<file path="src/rtl/reset_sequencer.sv">
// Post-reset sequencer: qualifies a synchronised PLL lock, then releases per-subsystem
// active-low resets one at a time with a fixed gap; any lock loss re-asserts them all.
module reset_sequencer #(
    parameter int unsigned NUM_STAGES         = 3,
    parameter int unsigned STAGE_DELAY        = 255,
    parameter int unsigned LOCK_STABLE_CYCLES = 16
) (
    input  logic                  clk,
    input  logic                  resetn,
    input  logic                  pll_locked,
    output logic [NUM_STAGES-1:0] stage_resetn,
    output logic                  seq_done,
    output logic                  lock_lost
);

    localparam int unsigned DLY_W = $clog2(STAGE_DELAY + 1);
    localparam int unsigned STB_W = $clog2(LOCK_STABLE_CYCLES + 1);
    localparam int unsigned K_W   = (NUM_STAGES > 1) ? $clog2(NUM_STAGES) : 1;

    typedef enum logic [1:0] {
        ST_WAIT_LOCK = 2'd0,
        ST_RELEASE   = 2'd1,
        ST_DONE      = 2'd2
    } state_e;

    state_e                state_q, state_d;
    logic                  sync1_q;
    logic                  lock_s_q;
    logic [STB_W-1:0]      stable_q, stable_d;
    logic [DLY_W-1:0]      dly_q, dly_d;
    logic [K_W-1:0]        k_q, k_d;
    logic [NUM_STAGES-1:0] stage_q, stage_d;
    logic                  done_q, done_d;
    logic                  lost_q, lost_d;

    // Two-flop synchroniser for the asynchronous PLL lock
    always_ff @(posedge clk or negedge resetn) begin
        if (!resetn) begin
            sync1_q  <= 1'b0;
            lock_s_q <= 1'b0;
        end else begin
            sync1_q  <= pll_locked;
            lock_s_q <= sync1_q;
        end
    end

    always_ff @(posedge clk or negedge resetn) begin
        if (!resetn) begin
            state_q  <= ST_WAIT_LOCK;
            stable_q <= '0;
            dly_q    <= '0;
            k_q      <= '0;
            stage_q  <= '0;
            done_q   <= 1'b0;
            lost_q   <= 1'b0;
        end else begin
            state_q  <= state_d;
            stable_q <= stable_d;
            dly_q    <= dly_d;
            k_q      <= k_d;
            stage_q  <= stage_d;
            done_q   <= done_d;
            lost_q   <= lost_d;
        end
    end

    always_comb begin
        state_d  = state_q;
        stable_d = stable_q;
        dly_d    = dly_q;
        k_d      = k_q;
        stage_d  = stage_q;
        done_d   = done_q;
        lost_d   = 1'b0;

        // Lock loss after qualification wins over any release due on the same edge
        if ((state_q != ST_WAIT_LOCK) && !lock_s_q) begin
            state_d  = ST_WAIT_LOCK;
            stable_d = '0;
            dly_d    = '0;
            k_d      = '0;
            stage_d  = '0;
            done_d   = 1'b0;
            lost_d   = 1'b1;
        end else begin
            case (state_q)
                ST_WAIT_LOCK: begin
                    if (!lock_s_q) begin
                        stable_d = '0;
                    end else if (stable_q >= STB_W'(LOCK_STABLE_CYCLES - 1)) begin
                        stable_d = STB_W'(LOCK_STABLE_CYCLES);
                        dly_d    = '0;
                        k_d      = '0;
                        state_d  = ST_RELEASE;
                    end else begin
                        stable_d = stable_q + STB_W'(1);
                    end
                end
                ST_RELEASE: begin
                    if (dly_q >= DLY_W'(STAGE_DELAY)) begin
                        for (int unsigned i = 0; i < NUM_STAGES; i++) begin
                            if (k_q == K_W'(i)) begin
                                stage_d[i] = 1'b1;
                            end
                        end
                        dly_d = '0;
                        if (k_q == K_W'(NUM_STAGES - 1)) begin
                            done_d  = 1'b1;
                            state_d = ST_DONE;
                        end else begin
                            k_d = k_q + K_W'(1);
                        end
                    end else begin
                        dly_d = dly_q + DLY_W'(1);
                    end
                end
                ST_DONE: begin
                    state_d = ST_DONE;
                end
                default: begin
                    state_d = ST_WAIT_LOCK;
                end
            endcase
        end
    end

    assign stage_resetn = stage_q;
    assign seq_done     = done_q;
    assign lock_lost    = lost_q;

endmodule

</file>
<file path="config.mk">
export PLATFORM = sky130hd
export DESIGN_NAME = reset_sequencer
export DESIGN_NICKNAME = d
export VERILOG_FILES = /design/src/rtl/reset_sequencer.sv
export SDC_FILE = /design/constraint.sdc
export NUM_CORES = 1
export LEC_CHECK = 0
export ABC_AREA = 1
export CAP_MARGIN = 20
export CORE_MARGIN = 8
export CORE_UTILIZATION = 52
export DETAILED_ROUTE_END_ITERATION = 12
export PLACE_DENSITY = 0.81
export SYNTH_ARGS = -nofsm -noshare
export SYNTH_HDL_FRONTEND = slang
export SYNTH_SLANG_ARGS = --single-unit
</file>
<file path="constraint.sdc">
create_clock -name clk -period 1.6 [get_ports clk]
set_clock_uncertainty 0.15 [all_clocks]
set_input_delay 0.16 -clock clk [delete_from_list [all_inputs] [get_ports clk]]
set_output_delay 0.16 -clock clk [all_outputs]
set_load 0.005 [all_outputs]
</file>
==> Word level (Yosys, flattened, before mapping) <==
Index checks and enable logic that the tools add are counted.
Widths: inputs -> output; s select.
{ "totals": {"latchBits": 0, "input_bits": 3, "mem_bits_rw": 0, "mem_bits_ro": 0, "out_inout_bits": 5, "reg_bits": 24, "n_memories": 0} }
{ "classes": {"n_eq_ne": 9, "shifts": 0, "n_bitwise": 0, "order_cmp": 2, "mul": 0, "n_div": 0, "reduce_logical": 18, "muxes": 31, "n_addsub": 3} }
{ "ops": {"columns": ["operator", "n"], "rows": [
  ["$mux 8", 4],
  ["$mux 2", 10],
  ["$mux 5", 4],
  ["$pmux 8 s2", 1],
  ["$ne 3x3->1 const B", 5],
  ["$reduce_bool 2->1", 7],
  ["$reduce_and 3->1", 4],
  ["$mux 3", 3],
  ["$add 8x1->8 const B", 1],
  ["$ge 8x8->1 const B", 1],
  ["$mux 1", 7],
  ["$pmux 2 s3", 1],
  ["$add 5x1->5 const B", 1],
  ["$ge 5x4->1 const B", 1],
  ["$reduce_and 5->1", 1],
  ["$eq 2x1->1 const B", 2],
  ["$eq 2x2->1 const B", 2],
  ["$logic_not 2->1", 2],
  ["$pmux 2 s2", 1],
  ["$reduce_and 4->1", 1],
  ["$reduce_bool 3->1", 1],
  ["$add 2x1->2 const B", 1],
  ["$logic_and 1x1->1", 1],
  ["$logic_not 1->1", 1]
]} }

==> Logic depth before layout (Yosys ltp) <==
{ "logic_depth": {"ltp_word": 5, "mapped_depth": 11, "mapped_depth_nobuf": 11} }

==> Worst setup path after synthesis <==
OpenSTA, ideal clock, no wires.
{ "synth_path": {"path_type": "flip-flop to flip-flop", "startpoint": "register stable_q[0]", "endpoint": "register dly_q[7]", "arrival_ps": 1401, "stages_incl_launch_ff": 11, "setup_slack_ps": -68, "n_path_buf": 0, "setup_time_ps": 117, "cell_sequence": "dfrtp_1 > ha_1 > nand2_1 > nor2_1 > ha_1 > nor3_2 > nand2_2 > nand3_4 > inv_4 > nand3_1 > nand2_1"} }
{ "synth_between": {"elab_chain_cells": 3} }
{ "synth_rtl": {"columns": ["element", "line", "source"], "rows": [
  ["start: declaration", "29", "logic [STB_W-1:0] stable_q, stable_d;"],
  ["start signal: assignment", "58", "stable_q <= stable_d;"],
  ["$ge 5x4->1", "90", "end else if (stable_q >= STB_W'(LOCK_STABLE_CYCLES - 1)) begin"],
  ["$ne 3x3->1 (no line)", null, null],
  ["$reduce_and 3->1 (no line)", null, null],
  ["end signal: assignment", "59", "dly_q <= dly_d;"],
  ["end: declaration", "30", "logic [DLY_W-1:0] dly_q, dly_d;"]
]} }
No other way between the ends.
A chain may end at the register's enable or synchronous reset.

==> Final worst setup path <==
{ "layout_path": {"startpoint": "register stable_q[1]", "endpoint": "register dly_q[4]"} }
The elaborated chain is that of the path after synthesis.

==> flow_metrics.tcl <==
set metrics [dict create \
    yosys.area_share.adder_pct 7.78 \
    syn-instance-count 160 \
    startpoint_of_the_lowest_slack_register_to_register_path "stable_q[1]$_DFFE_PN0N_" \
    reg2regPathDepth 10 \
    clk_root_buffer_cell "clkbuf_4" \
    gp_congestion 0.909 \
    max_clock_buf_depth 2 \
    detailed_placement_hpwl_mm 1.88 \
    ff_latch_area_um2 576 \
    min_period_ns 1.75 \
    grt_pass1_vias 1188 \
    wire_per_inst_um 12.9 \
    r2r_slack_ns -0.15 \
    layout.filler_cells 187 \
    insertedDiodeCount 0 \
    io_pins 8 \
    worst_slew_pin_slew_ns 0.315 \
    fp-row-count 18 \
    setup.worst_path.class "flip-flop to flip-flop" \
    layout.cells.most_common "nand2_1" \
    fmax_ghz 0.573 \
    yosys.area_share.simple_pct 26.6 \
    number_of_design_rule_violations_left_by_the_first_detailed_router_iteration 80 \
    area_growth_pct 23.9 \
    netlist.top_cell.by_area "dfrtp_1" \
    die_height_um 65.7 \
    grt_pass1_wl_mm 4.84 \
    synthesis.yosys.warnings 0 \
    synth_seq_cells 23 \
    clk-insertion-delay-late_ns 0.30 \
    maxCapViolCount 0 \
    finalHoldViolCount 0 \
    die_w_um 65.7 \
    multi_input_area_um2 659 \
    p_per_area_nw_per_um2 1500 \
    worst_setup_path_startpoint "stable_q[1]$_DFFE_PN0N_" \
    total_leakage_power_nw 0.747 \
    synth.yosys.seq_area_share_pct 44.7 \
    grt_usage_pct 13.7 \
    ir_worst_vdd_v 0.000834 \
    starting_density_of_the_core_pct 53.4 \
    syn_area_per_cell_um2 8.04 \
    maxSlewViolCount 0 \
    synth.cell_area_um2 1290 \
    detailroute.wirelength.met2_mm 1.43 \
    cts_hold_buffers 0 \
    p_total_mw 2.39 \
    clkSlewWorstSetupHoldPaths_ns 0.12 \
    worstSetupEndpoint "dly_q[4]$_DFFE_PN0P_" \
    design.core.area_um2 2410 \
    commonest_non_fill_non_tap_cells_in_the_layout "nand2_1, inv_1, dfrtp_1, buf_4" \
    sort_of_element_at_the_start_of_the_critical_path "flip-flop" \
    worst_ep_arrival_time_ns 1.83 \
    synthesized_nets 171 \
    routed-via-count 1144 \
    synthDistinctLibCells 24 \
    setup_viol 17 \
    synth.area.top_cells "dfrtp_1, nand2_1, inv_1" \
    met3WireLength_um 92 \
    outcome "finished, violations left" \
    hp-class "input pin to async pin" \
    cts_buffers 3 \
    finalCritPeriodShare_pct 109 \
    cts_tree "built" \
    postRouteAntennaNets 0 \
    wirelength_mm 2.76 \
    fin_tns_setup_ns -1.52 \
    htree_num_levels 1 \
    synth_compound_area_share_pct 9.82 \
    post_route_cells_drive_above_1_share_pct 27.7 \
    highest-signal-layer "met4" \
    detail_route.drc_violations 0 \
    port_buffers 7 \
    timing.slew.headroom_pct 79.0 \
    antenna_found_initial 0 \
    clock_sinks 23 \
    grt_setup_unrepaired "yes" \
    synth_top_family_by_area "simple AND/OR/NAND/NOR gates" \
    worstPathMaxFanout 5 \
    netlist.area_leader.share_pct 44.7 \
    violations "negative setup slack" \
    die-area_um2 4320 \
    globalRouteOverflowTotal 0 \
    worst_ep_required_time_ns 1.69 \
    detail_route.first_pass.iterations 4 \
    synth_xor_xnor_area_share_pct 0.681 \
    met1Wirelength_mm 1.20 \
    timing.final.ws_setup_ns -0.146 \
    critical_path.reg2reg.endpoint "dly_q[4]$_DFFE_PN0P_" \
    routed_via_density 5.35 \
    end_kind "flip-flop" \
    largest_net_degree_at_the_start_of_global_routing 24 \
    synth.area.mux_share_pct 0 \
    design.final.nets 196 \
]
[cell usage after synthesis (all sizes together)]
master   n
nor2    14
a21oi    8
o22ai    1
nor3     3
nand2   41
dfrtp   23
ha       8
xnor2    1
or2      2
o211ai   2
nand4    4
buf      2
nand3    8
o21ai   13
inv     30
[worst max-delay path, cell delays in order, from the launching register on]
cell and delay [ns]:
dfrtp_1 0.40, ha_2 0.19, nand2_2 0.07, nor2_2 0.04
ha_2 0.16, nor3_2 0.12, nand2_2 0.14, buf_4 0.17
nand3_2 0.09, nand2_1 0.06, o21ai_1 0.08
[how the worst min path moves through the flow]
stage	start	slack, ns	cells past startpoint	to
final	resetn	0.04	2	stable_q[2]$_DFFE_PN0N_
after global placement	sync1_q$_DFF_PN0_	0.18	0	lock_s_q$_DFF_PN0_
after global routing	resetn	0.06	2	lock_lost$_DFF_PN0_
after floorplan	resetn	-0.29	0	dly_q[0]$_DFFE_PN0P_
after detailed placement	sync1_q$_DFF_PN0_	0.19	0	lock_s_q$_DFF_PN0_
after CTS	resetn	0.04	2	lock_lost$_DFF_PN0_
[per-stage QoR]
| stage | hold slack (ns) | std cells | worst slack, ns | util (%) | area [µm²] |
|---|---|---|---|---|---|
| floorplan | -0.286 | 160 | -0.000660 | - | 1290 |
| global placement | 0.185 | 206 | -0.0413 | 60.7 | 1460 |
| detailed placement | 0.186 | 206 | -0.107 | 60.7 | 1460 |
| CTS | 0.0403 | 212 | -0.116 | 63.3 | 1530 |
| global route | 0.0581 | 214 | -0.224 | 66.1 | 1590 |
| finish | 0.0398 | 214 | -0.146 | 66.1 | 1590 |
[where the power goes]
part	internal [mW]	switching (mW)	leakage, nW
clock	0.0972	0.164	0.0150
sequential	0.687	0.0758	0.309
combinational	0.558	0.812	0.423
[cell type report]
class / count / share of cell area, %
timing repair buffer: 21 / 11.0
multi-input combinational: 106 / 41.4
inverter: 30 / 7.54
clock buffer: 4 / 1.65
sequential: 23 / 36.1
tap: 30 / 2.35
[routing by layer]
layer / track usage (%) / vias up
met4: 6.27 / 0
li1: - / 561
met5: 0 / -
met3: 2.38 / 6
met1: 16.7 / 555
met2: 22.9 / 22
[cells by family (layout without fill, tap and decap cells)]
| family | Yosys count | count (layout) |
|---|---|---|
| AOI/OAI and AO/OA | 24 | 24 |
| adders and majority gates | 8 | 8 |
| xor gates and xnor gates | 1 | 1 |
| buffers and inverters | 32 | 55 |
| DFF | 23 | 23 |
| and+or+nand+nor | 72 | 73 |
[flip-flops by register name, summed over array words and instances (netlist names)]
name,count
dly_q,8
lock_lost,1
state_q,2
sync1_q,1
stage_resetn,3
lock_s_q,1
k_q,2
stable_q,5
[timing repair]
action / in CTS / in global routing
pin swaps: 5 / 3
endpoints found under the setup margin: 16 / 20
resized for setup: 8 / 19
gates cloned: 1 / 0
endpoints found under the hold margin: 0 / 0
setup buffers: 1 / 2
(Power assumes the default switching activity.)
